File: src/rtl/rave_cache_pkg.sv
// Shared definitions for the tag store: controller state encoding and the
// default geometry used by both the tag store and the data store.
package rave_cache_pkg;

    localparam int unsigned DEF_SETS  = 4;
    localparam int unsigned DEF_WAYS  = 4;
    localparam int unsigned DEF_TAG_W = 8;

    typedef enum logic {
        IDLE  = 1'b0,
        FLUSH = 1'b1
    } state_t;

endpackage

File: src/rtl/lru_age_update.sv
// Recency-age update for one set. The touched way moves to age 0 and every
// way that was more recent than it ages by one. Ages remain a permutation.
module lru_age_update #(
    parameter int unsigned WAYS  = 4,
    parameter int unsigned AGE_W = 2
)(
    input  logic [WAYS*AGE_W-1:0] i_ages,
    input  logic [WAYS-1:0]       i_touch,
    input  logic                  i_en,
    output logic [WAYS*AGE_W-1:0] o_ages
);

    logic [AGE_W-1:0] w_touch_age;

    // Select the old age of the touched way, then re-rank the set.
    always_comb begin
        w_touch_age = '0;
        o_ages      = i_ages;
        for (int unsigned w = 0; w < WAYS; w++) begin
            if (i_touch[w]) begin
                w_touch_age = w_touch_age | i_ages[w*AGE_W +: AGE_W];
            end
        end
        if (i_en) begin
            for (int unsigned w = 0; w < WAYS; w++) begin
                if (i_touch[w]) begin
                    o_ages[w*AGE_W +: AGE_W] = '0;
                end else if (i_ages[w*AGE_W +: AGE_W] < w_touch_age) begin
                    o_ages[w*AGE_W +: AGE_W] = i_ages[w*AGE_W +: AGE_W] + AGE_W'(1);
                end
            end
        end
    end

endmodule

File: src/rtl/tag_store_lru.sv
// Set-associative tag store with true-LRU replacement and a sequential
// flush engine that invalidates one set per cycle.
module tag_store_lru
    import rave_cache_pkg::*;
#(
    parameter  int unsigned SETS  = DEF_SETS,
    parameter  int unsigned WAYS  = DEF_WAYS,
    parameter  int unsigned TAG_W = DEF_TAG_W,
    localparam int unsigned IDX_W = $clog2(SETS),
    localparam int unsigned AGE_W = $clog2(WAYS)
)(
    input  logic                  clk,
    input  logic                  rst_n,
    input  logic                  lookup_v,
    input  logic                  fill_v,
    input  logic [IDX_W-1:0]      index,
    input  logic [TAG_W-1:0]      tag_in,
    input  logic                  flush_req,
    output logic                  rsp_v,
    output logic [WAYS-1:0]       hit,
    output logic                  hit_any,
    output logic [WAYS-1:0]       victim_way,
    output logic                  victim_valid,
    output logic [TAG_W-1:0]      victim_tag,
    output logic [WAYS*TAG_W-1:0] tag_dump,
    output logic                  busy
);

    // Per-set storage, ways packed side by side (way i at [i*W +: W]).
    logic [WAYS-1:0]       r_valid [SETS];
    logic [WAYS*TAG_W-1:0] r_tag   [SETS];
    logic [WAYS*AGE_W-1:0] r_age   [SETS];

    state_t                r_state;
    state_t                w_state_next;
    logic [IDX_W-1:0]      r_flush_idx;

    logic                  r_rsp_v;
    logic [WAYS-1:0]       r_hit;
    logic                  r_hit_any;
    logic [WAYS-1:0]       r_victim_way;
    logic                  r_victim_valid;
    logic [TAG_W-1:0]      r_victim_tag;
    logic [WAYS*TAG_W-1:0] r_tag_dump;

    logic                  w_idle;
    logic                  w_lookup_acc;
    logic                  w_fill_acc;
    logic [WAYS-1:0]       w_set_valid;
    logic [WAYS*TAG_W-1:0] w_set_tags;
    logic [WAYS*AGE_W-1:0] w_set_ages;
    logic [WAYS-1:0]       w_hit;
    logic [WAYS-1:0]       w_victim;
    logic [WAYS-1:0]       w_rsp_victim;
    logic                  w_rsp_vvalid;
    logic [TAG_W-1:0]      w_rsp_vtag;
    logic [WAYS*TAG_W-1:0] w_fill_tags;
    logic [WAYS-1:0]       w_touch;
    logic                  w_age_en;
    logic [WAYS*AGE_W-1:0] w_new_ages;

    // Ages after reset or flush: age equals way number.
    function automatic logic [WAYS*AGE_W-1:0] f_init_ages();
        logic [WAYS*AGE_W-1:0] a;
        a = '0;
        for (int unsigned w = 0; w < WAYS; w++) begin
            a[w*AGE_W +: AGE_W] = AGE_W'(w);
        end
        return a;
    endfunction

    // Lowest-numbered invalid way, otherwise the least recently used way.
    function automatic logic [WAYS-1:0] f_victim(input logic [WAYS-1:0]       v,
                                                 input logic [WAYS*AGE_W-1:0] a);
        logic [WAYS-1:0] sel;
        logic            found;
        sel   = '0;
        found = 1'b0;
        for (int unsigned w = 0; w < WAYS; w++) begin
            if (!v[w] && !found) begin
                sel[w] = 1'b1;
                found  = 1'b1;
            end
        end
        if (!found) begin
            for (int unsigned w = 0; w < WAYS; w++) begin
                if (a[w*AGE_W +: AGE_W] == AGE_W'(WAYS-1)) begin
                    sel[w] = 1'b1;
                end
            end
        end
        return sel;
    endfunction

    // Request qualification: flush wins over fill, fill wins over lookup.
    assign w_idle       = (r_state == IDLE);
    assign w_fill_acc   = w_idle && !flush_req && fill_v;
    assign w_lookup_acc = w_idle && !flush_req && lookup_v && !fill_v;

    assign w_set_valid  = r_valid[index];
    assign w_set_tags   = r_tag[index];
    assign w_set_ages   = r_age[index];

    // Tag compare of the addressed set against the incoming tag.
    always_comb begin
        w_hit = '0;
        for (int unsigned w = 0; w < WAYS; w++) begin
            w_hit[w] = w_set_valid[w] && (w_set_tags[w*TAG_W +: TAG_W] == tag_in);
        end
    end

    assign w_victim = f_victim(w_set_valid, w_set_ages);

    // Fill writes the tag into the victim way only.
    always_comb begin
        w_fill_tags = w_set_tags;
        for (int unsigned w = 0; w < WAYS; w++) begin
            if (w_victim[w]) begin
                w_fill_tags[w*TAG_W +: TAG_W] = tag_in;
            end
        end
    end

    // Fill and lookup never both commit, so one age updater serves both.
    assign w_touch  = w_fill_acc ? w_victim : w_hit;
    assign w_age_en = w_fill_acc || (w_lookup_acc && (|w_hit));

    lru_age_update #(
        .WAYS  (WAYS),
        .AGE_W (AGE_W)
    ) u_age (
        .i_ages  (w_set_ages),
        .i_touch (w_touch),
        .i_en    (w_age_en),
        .o_ages  (w_new_ages)
    );

    // The response reports the victim as it stands after this lookup's update.
    assign w_rsp_victim = f_victim(w_set_valid, w_new_ages);

    // One-hot mux of the reported victim's valid bit and tag.
    always_comb begin
        w_rsp_vvalid = 1'b0;
        w_rsp_vtag   = '0;
        for (int unsigned w = 0; w < WAYS; w++) begin
            if (w_rsp_victim[w]) begin
                w_rsp_vvalid = w_rsp_vvalid | w_set_valid[w];
                w_rsp_vtag   = w_rsp_vtag | w_set_tags[w*TAG_W +: TAG_W];
            end
        end
    end

    // Controller state register.
    always_ff @(posedge clk) begin
        if (!rst_n) begin
            r_state <= IDLE;
        end else begin
            r_state <= w_state_next;
        end
    end

    // Next state: start flush from IDLE, leave after the last set is cleared.
    always_comb begin
        w_state_next = r_state;
        case (r_state)
            IDLE:    if (flush_req) w_state_next = FLUSH;
            FLUSH:   if (r_flush_idx == IDX_W'(SETS-1)) w_state_next = IDLE;
            default: w_state_next = IDLE;
        endcase
    end

    // Array updates: flush sweep, fill allocation, or lookup-hit aging.
    always_ff @(posedge clk) begin
        if (!rst_n) begin
            for (int unsigned s = 0; s < SETS; s++) begin
                r_valid[s] <= '0;
                r_tag[s]   <= '0;
                r_age[s]   <= f_init_ages();
            end
            r_flush_idx <= '0;
        end else if (r_state == FLUSH) begin
            r_valid[r_flush_idx] <= '0;
            r_age[r_flush_idx]   <= f_init_ages();
            r_flush_idx          <= r_flush_idx + IDX_W'(1);
        end else begin
            r_flush_idx <= '0;
            if (w_fill_acc) begin
                r_valid[index] <= w_set_valid | w_victim;
                r_tag[index]   <= w_fill_tags;
                r_age[index]   <= w_new_ages;
            end else if (w_lookup_acc) begin
                r_age[index]   <= w_new_ages;
            end
        end
    end

    // Registered lookup response; hit is forced low when no lookup was taken.
    always_ff @(posedge clk) begin
        if (!rst_n) begin
            r_rsp_v        <= 1'b0;
            r_hit          <= '0;
            r_hit_any      <= 1'b0;
            r_victim_way   <= '0;
            r_victim_valid <= 1'b0;
            r_victim_tag   <= '0;
            r_tag_dump     <= '0;
        end else begin
            r_rsp_v   <= w_lookup_acc;
            r_hit     <= w_lookup_acc ? w_hit : '0;
            r_hit_any <= w_lookup_acc && (|w_hit);
            if (w_lookup_acc) begin
                r_victim_way   <= w_rsp_victim;
                r_victim_valid <= w_rsp_vvalid;
                r_victim_tag   <= w_rsp_vtag;
                r_tag_dump     <= w_set_tags;
            end
        end
    end

    assign rsp_v        = r_rsp_v;
    assign hit          = r_hit;
    assign hit_any      = r_hit_any;
    assign victim_way   = r_victim_way;
    assign victim_valid = r_victim_valid;
    assign victim_tag   = r_victim_tag;
    assign tag_dump     = r_tag_dump;
    assign busy         = (r_state == FLUSH);

endmodule

File: config.mk
export PLATFORM = sky130hd
export DESIGN_NAME = tag_store_lru
export DESIGN_NICKNAME = d
export VERILOG_FILES = /design/src/rtl/rave_cache_pkg.sv /design/src/rtl/lru_age_update.sv /design/src/rtl/tag_store_lru.sv
export SDC_FILE = /design/constraint.sdc
export NUM_CORES = 1
export LEC_CHECK = 0
export BUFFER_PORTS_ARGS = -buffer_cell sky130_fd_sc_hd__buf_2
export CORE_MARGIN = 2
export CORE_UTILIZATION = 61
export CTS_BUF_LIST = sky130_fd_sc_hd__clkbuf_16
export DETAILED_ROUTE_END_ITERATION = 10
export PLACE_DENSITY = 0.85
export SLEW_MARGIN = 20
export SYNTH_ARGS = -nofsm -noshare
export SYNTH_HDL_FRONTEND = slang
export SYNTH_SLANG_ARGS = --single-unit
File: constraint.sdc
create_clock -name clk -period 6.7 [get_ports clk]
set_input_delay 0.67 -clock clk [delete_from_list [all_inputs] [get_ports clk]]
set_output_delay 0.67 -clock clk [all_outputs]
set_load 0.01 [all_outputs]
==> results of run 1 <==
==> Yosys cell counts (4+ instances only) <==
master,n,area [um^2]
o211ai_1,15,113
ha_1,9,113
mux4_2,38,856
edfxtp_1,176,5290
o21a_1,5,37.5
clkbuf_1,38,143
mux2_2,34,383
nand2_1,152,571
o22ai_1,4,25.0
nor3_1,5,25.0
a22oi_1,9,67.6
nand4_1,5,31.3
o2111a_1,8,90.1
xnor2_1,30,263
and2_1,6,37.5
o21ai_0,27,135
xor2_1,5,43.8
dfxtp_1,54,1080
a211oi_1,4,30.0
a31oi_1,12,75.1
nor4_1,7,43.8
a21oi_1,45,225
buf_1,10,37.5
and3_1,14,87.6
nand3_1,18,90.1
inv_1,56,210
buf_2,6,30.0
nor2_1,138,518
mux2i_1,21,210
==> cells in the final DEF, fill, tap and decap left out, drive strengths merged, types with 8 or more instances in the layout <==
master and n:
a21oi 46, a22oi 10, a31oi 12, and3 14
buf 83, clkbuf 25, clkinv 12, dfxtp 54
edfxtp 176, ha 9, inv 64, mux2 36
mux2i 21, mux4 38, nand2 152, nand3 19
nor2 141, nor3 8, o2111a 8, o211ai 15
o21ai 29, xnor2 33
==> power breakdown <==
group          total [W]  switching, W  internal, W
sequential       0.00161     0.0000198      0.00159
combinational   0.000383      0.000252     0.000131
clock            0.00123      0.000550     0.000675
==> tightest hold or removal path, stage by stage (launching register included) <==
cell     delay [ps]
dfxtp_1         300
nand2_1          50
a21oi_1          50
==> final cells by class <==
cell class / count / area (um^2)
inverters: 58 / 218
fillers: 1318 / 5890
clock buffers: 25 / 626
flip-flops and latches: 230 / 6370
well taps: 234 / 293
repair buffers: 83 / 460
clock inverters: 19 / 95.1
multi-input cells: 670 / 4690
diodes: 2 / 5.00
==> cells by family after synthesis <==
group	share of synthesized area
fa+ha+maj	0.00976
flops	0.552
xor+xnor	0.0308
simple gates	0.137
compound gates	0.101
mux	0.128
buf+inv	0.0421
==> metrics by stage <==
| step | util | area, um^2 |
|---|---|---|
| after global placement | 0.645 | 12000 |
| after global routing | 0.684 | 12800 |
| after floorplan | - | 11500 |
| final | 0.684 | 12800 |
| after CTS | 0.684 | 12800 |
| after detailed placement | 0.645 | 12000 |
==> metal layers <==
layer | wire, um | vias to the layer above
met5 | 13 | -
met4 | 1270 | 2
met3 | 3720 | 111
met2 | 14500 | 620
met1 | 11600 | 4152
li1 | - | 3781
==> state kept, by name (all words and copies together), names as in the netlist <==
| name | cells |
|---|---|
| busy | 1 |
| hit | 4 |
| hit_any | 1 |
| r_age | 32 |
| r_flush_idx | 2 |
| r_tag | 128 |
| r_valid | 16 |
| rsp_v | 1 |
| tag_dump | 32 |
| victim_tag | 8 |
| victim_valid | 1 |
| victim_way | 4 |
==> worst paths after layout <==
path / endpoint / cells after the start
max: victim_tag[3]$_SDFFE_PN0P_ / 14
min: tag_dump[20]$_SDFFE_PN0P_ / 2
max reg2reg: victim_tag[3]$_SDFFE_PN0P_ / 14
min reg2reg: tag_dump[20]$_SDFFE_PN0P_ / 2
==> results.txt, run 1 <==
status: finished, final reports clean
die span in x: 142 um
GRT met3 Usage: 0.0705
Cell Chain, Critical Path: buf_4 -> buf_4 -> mux4_2 -> xnor2_1 -> nand3_1 -> o41ai_2 -> a22oi_1 -> and3_1 -> ha_1 -> a211o_1 -> a211oi_4 -> mux2i_1 -> o2111a_1 -> a31oi_1
required time of the critical path: 7110 ps
final cell count without fillers: 1321
CP delay by family, top: compound AO/OA/AOI/OAI gates
DR iter-0 viols: 1136
clk_skew: 37.3 ps
clk buf depth: 3
port bufs: 66
gr usage total: 0.312
detailed-route vias per instance: 6.56
cts bufs inserted: 24
# H-tree levels: 1
CP most frequent cell: buf_4
CTS-repair resized insts: 0
critical path capture point type: register
Layout Nets: 1091
grt ovf: 0
syn_area_per_cell: 11.4 um^2
reg2reg start: r_age[3][2]$_DFFE_PP_
io pins: 67
met2 Use GR: 0.497
CP Max Fanout: 44
max_slew headroom: 0.218
Cells after DPL: 1275
row count: 50
grt peak-use layer: met2
die height: 142 um
number of hold buffers added after CTS: 0
Synthesized Nets: 1040
Post-CTS Setup Bufs: 0
Residual DRC: 0
Vias: 8666
Reg clk slew, reported paths: 60 ps
clk sinks: 230
Worst R2R Setup Slack: 2300 ps
Unique masters post-synth: 76
TritonRoute pass-1 iters: 6
final hold vios: 0
total wire length: 31100 um
cells after synthesis: 1016
Post-synth ARST share: 0
Seq cells post-synth: 230
first-pass GRT wire length: 47700 um
Syn. warnings: 0
hold slack final: 451 ps
Worst-Margin Slew: 1170 ps
Main synth FF type: edfxtp_1
CTS tree: built
startpoint types: input pin
P&R area growth vs syn: 10.6%
Mapped Area: 0.0115 mm^2
HPWL Detailed: 21100 um
number of synthesized flops with an enable pin: 176
Wirelength per Cell: 23.5 um
Leak: 4.82 nW
Placement Setup Slack: 1270 ps
RSZ-0062 raised after global routing: no
power after layout: 0.00322 W
MaxCap Viol Count: 0
GP Congestion: 0.980
maximum VDD drop: 0.000267 V
max frequency: 0.202 GHz
Final Setup Violations: 0
number of global-route vias before repair: 8473
core region area: 0.0186 mm^2
worst path bufs/invs: 2
DIE AREA: 0.0200 mm^2
largest net degree at the start of global routing: 55
max-slew violation count: 0
worst setup margin: 1760 ps
initial antenna violation count: 2
startpoint of the worst hold path: tag_dump[20]$_SDFFE_PN0P_
setup_tns: 0 ps
post-synthesis sequential area ratio: 0.552
Final ANT Viol Nets: 0
fin crit period: 4940 ps
Setup crit start: index[0]
crit share post-route: 0.738
critical path class: input pin to register
clk root buf: clkbuf_16
starting density of the core: 0.619
crit path DAT: 5350 ps
Hold WC Path Type: register to register
Slowest-stage cell, CP: mux2i_1
CP peak stage delay: 690 ps
PwrDens: 252 mW/mm^2
grt met1 use: 0.419
share of layout cells above drive strength 1: 0.201
Clock Latency Late Sink: 550 ps
Power figures use the tool's default switching activity.
==> run 2: changes to the inputs <==
==> constraint.sdc (replaced) <==
create_clock -name clk -period 4.6 [get_ports clk]
set_input_delay 0.46 -clock clk [delete_from_list [all_inputs] [get_ports clk]]
set_output_delay 0.46 -clock clk [all_outputs]
set_load 0.01 [all_outputs]
==> run 2 against run 1 <==
  * Via count grew 2.4%
  * Sequential share of layout area shrank 1.6 points
  * Sequential power grew 45%
  * Clock power grew 46%
  * Die area is the same
  * Combinational power grew 62%
  * Final area grew 3.3%
  * Non-clock buffer count grew 53
  * Worst hold slack lost 130 ps
  * Cell count grew 3.9%
  * Largest power group unchanged
==> results.txt, run 2 (same netlist as run 1, synthesis figures left out) <==
row count: 50
CTS tree: built
clk root buf: clkbuf_16
Clock Latency Late Sink: 530 ps
gr usage total: 0.315
Wirelength per Cell: 22.8 um
initial antenna violation count: 0
antenna fix cells: 0
die span in x: 142 um
sw frac: 0.254
sequential cell fraction of total power: 0.491
total wire length: 31300 um
Final ANT Viol Nets: 0
HPWL Detailed: 21300 um
largest net degree at the start of global routing: 54
PwrDens: 361 mW/mm^2
P&R area growth vs syn: 14.2%
status: finished, final reports clean
GP Congestion: 0.965
max frequency: 0.236 GHz
CP peak stage delay: 640 ps
Post-CTS Setup Bufs: 0
most common cell after layout, fill and taps aside: edfxtp_1
core region area: 0.0186 mm^2
Util after Layout: 0.707
Hold WC Path Type: input pin to register
clk_skew: 17.4 ps
FILL cells: 1286
Worst-Margin Slew: 1180 ps
clock share of power: 0.379
max_slew headroom: 0.211
required time of the critical path: 4860 ps
DIE AREA: 0.0200 mm^2
port bufs: 66
# H-tree levels: 1
fin crit period: 4240 ps
cts bufs inserted: 24
Reg clk slew, reported paths: 60 ps
max-slew violation count: 0
final cell count without fillers: 1372
crit path DAT: 4500 ps
CTS-repair resized insts: 0
detailed-route vias per instance: 6.47
critical path capture point type: register
WL met3: 3610 um
Layout Nets: 1144
net switching power: 0.00121 W
CP delay by family, top: compound AO/OA/AOI/OAI gates
clk buf depth: 3
number of hold buffers added after CTS: 0
MaxCap Viol Count: 0
Reg with most FFs: r_tag
DR iter-0 viols: 1144
CP Max Fanout: 34
setup_tns: 0 ps
critical path class: input pin to register
first-pass GRT wire length: 48500 um
Cell Chain, Critical Path: buf_4 -> mux4_2 -> xnor2_1 -> nand4_1 -> o41ai_2 -> a22oi_1 -> and3_1 -> buf_4 -> ha_1 -> o31a_1 -> a221oi_2 -> xor2_1 -> a21oi_1 -> nand2_1
highest-count cells in the layout ignoring fill and taps: edfxtp_1, nand2_1, nor2_1, buf_4, buf_2
starting density of the core: 0.619
CP most frequent cell: buf_4
die height: 142 um
Leak: 5.10 nW
worst setup margin: 360 ps
Post-Route M1 WL: 12000 um
grt ovf: 0
worst path bufs/invs: 2
Placement Setup Slack: -93.7 ps
Combinational Power Share: 0.130
RSZ-0062 raised after global routing: no
Vias: 8870
Final Setup Violations: 0
power after layout: 0.00476 W
Residual DRC: 0
Met2 Routed Length: 14700 um
Top Layer Used: met4
maximum VDD drop: 0.000296 V
final hold vios: 0
number of global-route vias before repair: 8731
crit share post-route: 0.922
Cells after DPL: 1328
startpoint types: input pin
io pins: 67
max reg flops: 128
Pint: 0.00355 W
clk sinks: 230
share of layout cells above drive strength 1: 0.240
Slowest-stage cell, CP: mux4_2
TritonRoute pass-1 iters: 5
## run 2: cell count changes in the layout (fill, tap and decap cells not counted), sizes merged
cell    delta
clkbuf     -1
clkinv     -1
inv        +1
diode      -2
buf       +53
bufinv     +1
## run 2: path summary, 6_finish.rpt
kind | to | slack [ps] | depth (start not counted) | startpoint
hold / removal | busy$_SDFF_PN0_ | 330 | 3 | flush_req
setup reg to reg | r_age[0][2]$_SDFFCE_PN1P_ | 580 | 13 | r_tag[0][25]$_SDFFCE_PN0P_
hold reg to reg | tag_dump[4]$_SDFFE_PN0P_ | 450 | 2 | tag_dump[4]$_SDFFE_PN0P_
setup / recovery | r_age[0][2]$_SDFFCE_PN1P_ | 360 | 14 | index[0]
## run 2: power by group through the flow
stage	clock network [W]	logic (W)	registers (W)
final	0.00180	0.000620	0.00234
after global placement	0	0.000589	0.00238
after detailed placement	0	0.000598	0.00238
after floorplan	0	0.000383	0.00238
after global routing	0.00189	0.000655	0.00234
after CTS	0.00181	0.000606	0.00234
## run 2: worst register-to-register path, stage by stage (launching register included)
cell and delay [ps]:
edfxtp_1 380, mux4_2 520, xnor2_1 230, nand4_1 290, o41ai_2 490, a22oi_1 120, and3_1 220, buf_4 150
ha_1 320, o31a_1 140, a221oi_2 330, xor2_1 140, a21oi_1 320, nand2_1 90
## run 2: layout make-up
cell class,count,area (um^2),area share
tap,234,293,0.0222
sequential,230,6370,0.483
timing repair buffer,136,883,0.0670
clock buffer,24,601,0.0456
inverter,58,218,0.0165
clock inverter,20,125,0.00949
multi-input combinational,670,4700,0.356
## run 2: stage by stage
step	hold WS (ps)	area, um^2
detailed placement	444	12500
CTS	319	13200
floorplan	474	11500
finish	325	13200
global placement	439	12500
global route	378	13200
## run 2: layer usage
metal  GRT usage  vias up
li1            -     3881
met2       0.510      589
met3      0.0712       95
met5           0        -
met1       0.427     4305
met4       0.106        0
==> run 3: changes to the inputs <==
--- a/config.mk
+++ b/config.mk
@@ -10,6 +10,7 @@
 export CORE_UTILIZATION = 61
 export CTS_BUF_LIST = sky130_fd_sc_hd__clkbuf_16
 export DETAILED_ROUTE_END_ITERATION = 10
+export MAX_ROUTING_LAYER = met4
 export PLACE_DENSITY = 0.85
 export SLEW_MARGIN = 20
 export SYNTH_ARGS = -nofsm -noshare
==> run 3 against run 2 <==
  * Power up 2.4%
  * Final area about the same
  * Wire length up 4.2%
  * Combinational power about the same
  * Clock power up 7%
  * Sequential share of layout area about the same
  * Cell count down 0.51%
  * Via count up 0.30%
  * Maximum frequency down 1.6%
  * Largest power group unchanged
==> results.txt, run 3 (same netlist as run 1, synthesis figures left out) <==
row count: 50
io pins: 67
share of layout cells above drive strength 1: 0.231
Reg with most FFs: r_tag
Slowest-stage cell, CP: mux4_2
Leak: 5.08 nW
critical path capture point type: register
port bufs: 66
number of global-route vias before repair: 8703
FILL cells: 1286
Post-CTS Setup Bufs: 0
Clock Latency Late Sink: 540 ps
crit path DAT: 4560 ps
die height: 142 um
final hold vios: 0
RSZ-0062 raised after global routing: no
most common cell after layout, fill and taps aside: edfxtp_1
P&R area growth vs syn: 14.2%
Final Setup Violations: 0
area of the multi-input gates: 0.00470 mm^2
Hold WC Path Type: input pin to register
CP Max Fanout: 33
initial antenna violation count: 0
max_slew headroom: 0.258
# H-tree levels: 1
first-pass GRT wire length: 49500 um
startpoint types: input pin
Wirelength per Cell: 23.9 um
crit share post-route: 0.937
register area: 0.00637 mm^2
max frequency: 0.232 GHz
core region area: 0.0186 mm^2
clk sinks: 230
MaxCap Viol Count: 0
Residual DRC: 0
GP Congestion: 0.962
die span in x: 142 um
highest-count cells in the layout ignoring fill and taps: edfxtp_1, nand2_1, nor2_1, buf_2
detailed-route vias per instance: 6.52
largest net degree at the start of global routing: 54
Vias: 8897
required time of the critical path: 4850 ps
Layout Nets: 1137
number of hold buffers added after CTS: 0
PwrDens: 370 mW/mm^2
antenna fix cells: 0
TritonRoute pass-1 iters: 6
DIE AREA: 0.0200 mm^2
CTS-repair resized insts: 0
hold slack final: 344 ps
clk buf depth: 3
critical path class: input pin to register
max reg flops: 128
maximum VDD drop: 0.000280 V
clk_skew: 38.2 ps
CP most frequent cell: buf_4
Worst-Margin Slew: 1110 ps
clk root buf: clkbuf_16
grt ovf: 0
HPWL Detailed: 21000 um
Final ANT Viol Nets: 0
power after layout: 0.00488 W
Reg clk slew, reported paths: 60 ps
gr usage total: 0.337
status: finished, final reports clean
starting density of the core: 0.619
total wire length: 32600 um
cts bufs inserted: 24
CTS tree: built
DR iter-0 viols: 1146
Cell Chain, Critical Path: buf_4 -> mux4_2 -> xnor2_1 -> nand4_1 -> o41ai_2 -> a22oi_1 -> and3_1 -> buf_4 -> ha_1 -> o31a_1 -> a221oi_2 -> xor2_1 -> a21oi_1 -> nand2_1
fin crit period: 4310 ps
max-slew violation count: 0
CP peak stage delay: 630 ps
[run 3: critical path, delay by kind of cell]
kind	cells	cell delay, ps
XOR/XNOR	2	330
adder cells (fa/ha/maj)	1	320
AND/OR/NAND/NOR	3	680
buffers and inverters	2	620
multiplexers	1	630
AO/OA/AOI/OAI	5	1480
[run 3: area by class of cell]
class	instances	area share
Sequential cell	230	0.483
Clock buffer	24	0.0456
Inverter	58	0.0165
Tap cell	234	0.0222
Multi-Input combinational cell	670	0.356
Timing Repair Buffer	129	0.0630
Clock inverter	20	0.0133
[run 3: metal layers]
layer | track usage | vias to the layer above | part of all wire
li1 | - | 3867 | -
met1 | 0.438 | 4245 | 0.37
met2 | 0.518 | 640 | 0.47
met3 | 0.0756 | 145 | 0.12
met4 | 0.139 | 0 | 0.043
met5 | - | - | 0
[run 3: final timing paths]
path              slack, ps                    endpoint                  startpoint  depth (start not counted)
setup / recovery        290   r_age[2][2]$_SDFFCE_PN1P_                    index[0]                         14
hold / removal          340             busy$_SDFF_PN0_                   flush_req                          3
setup reg to reg        400   r_age[2][2]$_SDFFCE_PN1P_  r_tag[2][25]$_SDFFCE_PN0P_                         13
hold reg to reg         450  victim_way[2]$_SDFFE_PN0P_  victim_way[2]$_SDFFE_PN0P_                          2
[run 3: through the flow]
step | cells | instance area (um^2) | setup WS (ps) | util | setup TNS (ps)
6_report | 1365 | 13200 | 292 | 0.707 | 0
5_1_grt | 1365 | 13200 | 87.2 | 0.707 | 0
4_1_cts | 1365 | 13200 | 464 | 0.707 | 0
3_5_place_dp | 1321 | 12400 | -11.5 | 0.665 | -11.5
3_3_place_gp | 1321 | 12400 | 66.7 | 0.665 | 0
2_1_floorplan | 1016 | 11500 | 56.9 | - | 0
[run 3: where the power goes]
part	internal [W]	switching (W)
logic	0.000227	0.000393
clock network	0.00112	0.000798
registers	0.00231	0.0000298
